<file path="src/rtl/gait_pkg.sv">
// Shared definitions for the gait sequencer: state encoding and step-divider
// speed selects.
package gait_pkg;

  typedef enum logic [1:0] {
    ST_IDLE   = 2'd0,
    ST_HOMING = 2'd1,
    ST_RUN    = 2'd2,
    ST_PARK   = 2'd3
  } gait_state_t;

  localparam logic [1:0] SPEED_DIV1 = 2'd0;
  localparam logic [1:0] SPEED_DIV2 = 2'd1;
  localparam logic [1:0] SPEED_DIV4 = 2'd2;
  localparam logic [1:0] SPEED_DIV8 = 2'd3;

  localparam int DIV_W = 3;

  // Terminal divider count for a speed select: a step fires every 2^speed ticks.
  function automatic logic [DIV_W-1:0] div_limit(input logic [1:0] speed);
    logic [DIV_W-1:0] lim;
    case (speed)
      SPEED_DIV1: lim = 3'd0;
      SPEED_DIV2: lim = 3'd1;
      SPEED_DIV4: lim = 3'd3;
      default:    lim = 3'd7;
    endcase
    return lim;
  endfunction

endpackage

</file>
<file path="src/rtl/step_prescaler.sv">
// Base-rate prescaler: counts 0..P-1 and pulses tick for one cycle at P-1.
// Held at zero while clear is high.
module step_prescaler #(
  parameter int unsigned P = 10
) (
  input  logic clk,
  input  logic rst_n,
  input  logic clear,
  output logic tick
);

  localparam int CNT_W = (P > 1) ? $clog2(P) : 1;
  localparam logic [CNT_W-1:0] CNT_LAST = CNT_W'(P - 1);

  logic [CNT_W-1:0] r_cnt;

  always_ff @(posedge clk or negedge rst_n) begin
    if (!rst_n) begin
      r_cnt <= '0;
    end else if (clear || (r_cnt == CNT_LAST)) begin
      r_cnt <= '0;
    end else begin
      r_cnt <= r_cnt + CNT_W'(1);
    end
  end

  assign tick = !clear && (r_cnt == CNT_LAST);

endmodule

</file>
<file path="src/rtl/gait_sequencer.sv">
// Gait sequencer: homes the servos, then walks a gait-table index at a
// programmable step rate and parks on index 0 before halting.
//
//   state  | meaning
//   IDLE   | servos disabled at HOME, index 0, waiting for start
//   HOMING | servos disabled, dwelling for the homing time
//   RUN    | servos enabled, index stepping in the latched direction
//   PARK   | still stepping, halts once the index lands on 0
module gait_sequencer
  import gait_pkg::*;
#(
  parameter int unsigned CLK_HZ       = 12000000,
  parameter int unsigned STEP_HZ      = 40,
  parameter int unsigned ROM_SIZE     = 64,
  parameter int unsigned HOME_SECONDS = 7
) (
  input  logic       clk,
  input  logic       rst_n,
  input  logic       start,
  input  logic       stop,
  input  logic       reverse,
  input  logic [1:0] speed,
  output logic [7:0] position,
  output logic       enable,
  output logic       step,
  output logic       cycle_done,
  output logic       busy
);

  localparam int unsigned P = CLK_HZ / STEP_HZ;
  localparam int unsigned H = HOME_SECONDS * CLK_HZ;
  localparam int HOME_W = (H > 1) ? $clog2(H) : 1;
  localparam logic [HOME_W-1:0] HOME_LAST = HOME_W'(H - 1);
  localparam logic [7:0] POS_LAST = 8'(ROM_SIZE - 1);

  gait_state_t       r_state, w_state_next;
  logic [7:0]        r_pos, w_pos_next;
  logic              r_dir, r_step, r_cycle_done;
  logic [DIV_W-1:0]  r_div;
  logic [HOME_W-1:0] r_home_cnt;
  logic              w_tick, w_active, w_clear, w_div_hit, w_step_now;
  logic              w_home_done, w_wrap;

  assign w_active = (r_state == ST_RUN) || (r_state == ST_PARK);
  assign w_clear  = !w_active;

  step_prescaler #(.P(P)) u_prescaler (
    .clk   (clk),
    .rst_n (rst_n),
    .clear (w_clear),
    .tick  (w_tick)
  );

  always_comb begin
    w_pos_next = r_pos;
    if (r_dir) begin
      w_pos_next = (r_pos == 8'd0) ? POS_LAST : r_pos - 8'd1;
    end else begin
      w_pos_next = (r_pos == POS_LAST) ? 8'd0 : r_pos + 8'd1;
    end
  end

  assign w_wrap      = (w_pos_next == 8'd0);
  assign w_div_hit   = w_tick && (r_div >= div_limit(speed));
  assign w_home_done = (r_home_cnt == HOME_LAST);

  always_ff @(posedge clk or negedge rst_n) begin
    if (!rst_n) begin
      r_state <= ST_IDLE;
    end else begin
      r_state <= w_state_next;
    end
  end

  always_comb begin
    w_state_next = r_state;
    w_step_now   = 1'b0;
    case (r_state)
      ST_IDLE: begin
        if (start && !stop) w_state_next = ST_HOMING;
      end
      ST_HOMING: begin
        if (stop)             w_state_next = ST_IDLE;
        else if (w_home_done) w_state_next = ST_RUN;
      end
      ST_RUN: begin
        w_step_now = w_div_hit;
        if (stop) w_state_next = ST_PARK;
      end
      ST_PARK: begin
        // Resuming keeps the running step cadence; it never adds a step.
        if (start && !stop) begin
          w_state_next = ST_RUN;
          w_step_now   = w_div_hit;
        end else if (r_pos == 8'd0) begin
          w_state_next = ST_IDLE;
        end else begin
          w_step_now = w_div_hit;
          if (w_div_hit && w_wrap) w_state_next = ST_IDLE;
        end
      end
      default: w_state_next = ST_IDLE;
    endcase
  end

  always_ff @(posedge clk or negedge rst_n) begin
    if (!rst_n) begin
      r_pos        <= 8'd0;
      r_dir        <= 1'b0;
      r_step       <= 1'b0;
      r_cycle_done <= 1'b0;
      r_div        <= '0;
      r_home_cnt   <= '0;
    end else begin
      r_step       <= w_step_now;
      r_cycle_done <= w_step_now && w_wrap;

      if ((r_state == ST_HOMING) && !stop && !w_home_done) r_home_cnt <= r_home_cnt + HOME_W'(1);
      else                                                 r_home_cnt <= '0;

      if (!w_active)   r_div <= '0;
      else if (w_tick) r_div <= w_div_hit ? '0 : r_div + DIV_W'(1);

      if (w_step_now) begin
        r_pos <= w_pos_next;
        if (w_wrap) r_dir <= reverse;
      end else if (!w_active) begin
        r_pos <= 8'd0;
      end

      if ((r_state == ST_HOMING) && (w_state_next == ST_RUN)) r_dir <= reverse;
    end
  end

  assign position   = r_pos;
  assign enable     = w_active;
  assign step       = r_step;
  assign cycle_done = r_cycle_done;
  assign busy       = (r_state != ST_IDLE);

endmodule

</file>
<file path="config.mk">
export PLATFORM = sky130hd
export DESIGN_NAME = gait_sequencer
export DESIGN_NICKNAME = d
export VERILOG_FILES = /design/src/rtl/gait_pkg.sv /design/src/rtl/step_prescaler.sv /design/src/rtl/gait_sequencer.sv
export SDC_FILE = /design/constraint.sdc
export NUM_CORES = 1
export LEC_CHECK = 0
export CAP_MARGIN = 20
export CELL_PAD_IN_SITES_DETAIL_PLACEMENT = 2
export CELL_PAD_IN_SITES_GLOBAL_PLACEMENT = 2
export CORE_MARGIN = 5
export CORE_UTILIZATION = 31
export DETAILED_ROUTE_END_ITERATION = 7
export PLACE_DENSITY_LB_ADDON = 0.1
export SLEW_MARGIN = 20
export SYNTH_ARGS = -nofsm -noshare
export SYNTH_HDL_FRONTEND = slang
export SYNTH_SLANG_ARGS = --single-unit
</file>
<file path="constraint.sdc">
create_clock -name clk -period 3.36 [get_ports clk]
set_input_delay 0.336 -clock clk [delete_from_list [all_inputs] [get_ports clk]]
set_output_delay 0.336 -clock clk [all_outputs]
set_load 0.03 [all_outputs]
</file>
; Word level (Yosys, flattened, before mapping)
; Cells that the tools add are included.
[totals]
regBits = 62
input_bits = 7
output_inout_bits = 12
elab_cells = 71
[op_classes]
add_sub_neg = 5
magnitude_cmp = 1
n_eq_ne = 11
muxes = 25
reduce_logical = 21
[op_table]
columns = op, count
row1 = $mux 8, 5
row2 = $add 27x1->27 const B, 1
row3 = $eq 27x27->1 const B, 1
row4 = $mux 27, 1
row5 = $add 19x1->19 const B, 1
row6 = $eq 19x19->1 const B, 1
row7 = $mux 19, 1
row8 = $logic_not 8->1, 2
row9 = $mux 2, 7
row10 = $mux 3, 3
row11 = $pmux 3 s3, 1
row12 = $add 8x1->8 const B, 1
row13 = $eq 2x2->1 const B, 4
row14 = $eq 8x6->1 const B, 1
row15 = $logic_and 1x1->1, 8
row16 = $pmux 2 s4, 1
row17 = $sub 8x1->8 const B, 1
row18 = $reduce_bool 2->1, 3
row19 = $mux 1, 5
row20 = $eq 2x1->1 const B, 2
row21 = $logic_not 2->1, 2
row22 = $add 3x1->3 const B, 1
row23 = $ge 3x3->1, 1
row24 = $logic_not 1->1, 3
row25 = other kinds (5), 6

; Logic depth before layout (Yosys ltp)
[depth]
word_depth = 13
mapped_depth = 9
mapped_depth_nobuf = 8

; Modules after synthesis
; From an unflattened synthesis, not the netlist that was laid out.
[hier_totals]
cells_unflattened = 392
hier_area_um2 = 3565.9
[by_module_without_submodules]
columns = module, n_inst, cells_each, area_each_um2
row1 = gait_sequencer, 1, 291, 2595.0
row2 = step_prescaler, 1, 101, 970.9

; Worst setup path before layout
; Ideal clock, no wire load.
[synth_timing]
kind = flip-flop to flip-flop
start = register r_pos[0] (netlist: position[0])
end = register r_pos[4] (netlist: position[4])
setup_ns = 0.095
t_arrival_ns = 2.461
required_time_ns = 3.265
setup_slack_ns = 0.804
stages_incl_launch_ff = 10
path_buffers = 1
cell_sequence = dfrtp_1 -> clkbuf_1 -> inv_1 -> ha_1 -> or3b_2 -> nor4_2 -> nand4b_2 -> and2_1 -> o21ai_0 -> o31ai_1
[synth_between]
elab_chain_len = 5
word_cells_on_any_way = 12
classes_between = add/sub (2) / eq/ne (2) / mux (7) / reduce/logical (1)
[synth_lines]
columns = element, line
row1 = "start, declared", gait_sequencer.sv:37  ; logic [7:0] r_pos, w_pos_next;
row2 = "start signal, assigned", gait_sequencer.sv:125  ; r_pos <= w_pos_next;
row3 = branches (longest 5 deep; another with $add 8x1->8), --
; Several ways; the timed one is not identified.
; A chain may end at the register's enable or synchronous reset.

; Worst setup path after layout
[layout_timing]
start = register r_pos[3] (netlist: position[3])
end = register r_dir
[layout_between]
elab_chain_len = 13
word_cells_on_any_way = 22
classes_between = add/sub (2) / eq/ne (2) / mux (11) / reduce/logical (7)
[layout_lines]
columns = element, line
row1 = "$add 8x1->8, or another cell as far along", gait_sequencer.sv:59  ; w_pos_next = (r_pos == POS_LAST) ? 8'd0 : r_pos + 8'd1;
row2 = $mux 8 (on tied branches), "gait_sequencer.sv:59, gait_sequencer.sv:57"
row3 = $mux 8, gait_sequencer.sv:56  ; if (r_dir) begin
row4 = $logic_not 8->1, gait_sequencer.sv:63  ; assign w_wrap = (w_pos_next == 8'd0);
row5 = $logic_and 1x1->1, gait_sequencer.sv:99  ; if (w_div_hit && w_wrap) w_state_next = ST_IDLE;
row6 = $mux 2, gait_sequencer.sv:99
row7 = $mux 2, gait_sequencer.sv:95  ; end else if (r_pos == 8'd0) begin
row8 = $mux 2, gait_sequencer.sv:92  ; if (start && !stop) begin
row9 = $pmux 2 s4, gait_sequencer.sv:78  ; case (r_state)
row10 = $eq 2x2->1, gait_sequencer.sv:131  ; if ((r_state == ST_HOMING) && (w_state_next == ST_RUN)) r_dir <= reverse;
row11 = $logic_and 1x1->1, gait_sequencer.sv:131
row12 = $reduce_bool 2->1 (no source line), --
row13 = $reduce_and 2->1 (no source line), --
row14 = "end signal, assigned", gait_sequencer.sv:126  ; if (w_wrap) r_dir <= reverse;
row15 = "end signal, assigned", gait_sequencer.sv:131
row16 = "end, declared", gait_sequencer.sv:38  ; logic r_dir, r_step, r_cycle_done;
; Parallel ways exist; a longest one is shown, timed or not.

==> out/results.ini <==
[cts]
cts_buffer_depth = 2
postCtsSetupRepairBufs = 0
cts_tree = done
clk_latency_ps = 330
cts.repair.resized = 0
numCtsBuffers = 9
path_clk_slew_ps = 50
post_cts_hold_buffer_count = 0
root_buffer = clkbuf_16
clkSinkCount = 62
htree_levels = 3

[synth]
yosys_register_bits = 62
synth_compound_area_frac = 0.1001
synth-xor-area-share = 0.09592
synth_top_family_by_area = simple AND/OR/NAND/NOR gates
yosysSeqAreaShare = 0.4357
synthArstFlopShare = 1.000
synth.area.top_cells = dfrtp_1, nor2_1, xor2_1, xnor2_1, nand3_1
synth-edff-count = 0
avgSynthCellArea_um2 = 8.992
postSynthCellCount = 396
synth_top_area_frac = 0.4357
synth_ff_type = dfrtp_1
synth_fp_nets = 412
synthAdderAreaFrac = 0.03162
ys_types = 56
yosys.area.top_type = dfrtp_1
ys_warn_count = 0
synth_area_mm2 = 0.003561
synth-simple-area-share = 0.2871
synth_mux_area_frac = 0.006325

[global_routing]
grt_overflow = 0
grtUsageTotal = 0.1628
grt_start_max_net_pins = 37
grt_pass1_vias = 3362
grt_pass1_wl_mm = 17.14
antenna_found_initial = 0

[outcome]
status = completed

[placed_design]
dp_cells = 549
globalplace.congestion = 0.7674
post-place-ws_ps = 317.4
port_buffers = 18
dp_hpwl_mm = 7.157

[route]
ant_nets = 0
wirelength_mm = 9.926
wl_met2_mm = 4.687
via_per_inst = 5.273
drcViolationCount = 0
routed-via-count = 2974
drt_iter0_markers = 85
wl_met1_mm = 4.783
first_pass_iters = 4
dr_wl_met3_um = 220
drt-wirelength-per-cell_um = 17.60
top_layer_used = met4

[sta]
fin_crit_sh = 0.7986
fin_ws_ps = 676.6
fin_skew_ps = 7.299
maxSlewHeadroom = 0.4288
fin_tns_setup_ps = 0
rsz0062_at_grt = no
slew_violations = 0
fin_crit_ps = 2683
setup_viol = 0
fmax_mhz = 372.7
worst_pin_slew_ps = 856.7
hold_violations = 0

[critical_path]
end_kind = flip-flop
crit_chain = or4_1 -> o22a_1 -> o22ai_1 -> nand4_1 -> o31ai_2 -> mux2_1
startpoint = position[3]
startpoint_type = flip-flop
ff2ff_path_depth = 6
cpMaxStageDelayCell = or4_1
crit_required_ps = 3580
r2r-start = position[3]
arrival_ps = 2900
r2r_end = r_dir
critPathMaxStageDelay_ps = 720
crit_type = reg -> reg
crit_fanout = 15
reg2reg_slack_ps = 680

[floorplan]
fp.dieH_um = 117.2
dieArea_mm2 = 0.01373
die_x_um = 117.2
io_pins = 19
initial_core_util = 0.3145
design.core.area_mm2 = 0.01132
row_count = 39

[power_and_ir_drop]
p_total_mw = 1.655
leakagePower_nw = 1.637
p_per_area_mw_per_mm2 = 397.8
ir_drop_uv = 230.0

[flow_run]
max_cap_viol_count = 0

[finish]
drive_gt1_frac = 0.07363
n_antenna_cell = 0
fin_nets = 433
synthToLayoutAreaGrowth_pct = 16.87
fin_cells = 564

[worst_hold_path]
hold_class = in -> async

-- logic make-up (layout without fill, tap and decap cells) --
family | after synthesis | in the layout
AND/OR/NAND/NOR | 194 | 194
AO/OA/AOI/OAI | 56 | 56
flip-flops | 62 | 62
multiplexers | 2 | 2
adder cells (fa/ha/maj) | 9 | 9
buffers and inverters | 34 | 59
XOR/XNOR | 39 | 39
-- worst max-delay path, delay by kind of cell, from the launching register on --
family | cells | cell delay, ps
and+or+nand+nor | 2 | 950
AOI/OAI and AO/OA | 3 | 740
DFF | 1 | 540
muxes | 1 | 340
-- sequential cells by signal, summed over array words and instances, names as in the netlist --
name               cells
cycle_done             1
position               8
r_dir                  1
r_div                  3
r_home_cnt            27
r_state                2
step                   1
u_prescaler.r_cnt     19
-- worst max path at each step --
stage                       end  slack, ps
finish                    r_dir        680
global route              r_dir        430
CTS                       r_dir        660
detailed placement  position[3]        320
global placement          r_dir        410
floorplan           position[4]        800
-- stage by stage --
stage               area (µm²)    util  hold slack, ps
floorplan                 3561       -           40.41
global placement          3892  0.3438           436.1
detailed placement        3892  0.3438           454.1
CTS                       4161  0.3676           142.2
global route              4161  0.3676           179.6
finish                    4161  0.3676           117.8
-- routing by layer --
metal	track usage	vias to the layer above
li1	-	1439
met1	0.2061	1492
met2	0.2662	26
met3	0.04113	17
met4	0.06422	0
met5	0	-
-- placed cells by master, fill, tap and decap left out, types with 10 or more instances in the layout --
master	n
a21oi_1	10
clkdlybuf4s50_1	17
dfrtp_1	62
inv_1	17
nand2_1	25
nand3_1	28
nand4_1	11
nor2_1	60
nor3_1	12
o21ai_0	21
xnor2_1	19
xor2_1	20
-- cell usage after synthesis (all sizes together) (9+ instances only) --
master and instances:
dfrtp 62, a21oi 10, nor4 9, nor3 12, xnor2 19, nand4 11
ha 9, nor2 60, nand2 25, o21ai 21, clkbuf 10, xor2 20
nand3 28, inv 17
-- power by group --
group / switching [mW] / total, mW / internal [mW]
clock: 0.321 / 0.855 / 0.534
combinational: 0.0344 / 0.0497 / 0.0152
sequential: 0.00144 / 0.751 / 0.749
total: 0.357 / 1.66 / 1.30
-- layout make-up --
cell class                 instances  area (µm²)
clock buffer                      14       264.0
timing repair buffer              27       242.7
tap                              143       178.9
clock inverter                     1       5.005
multi-input combinational        300        1856
fill                            1277        7159
inverter                          17       63.81
sequential                        62        1551
(Power assumes the default switching activity.)
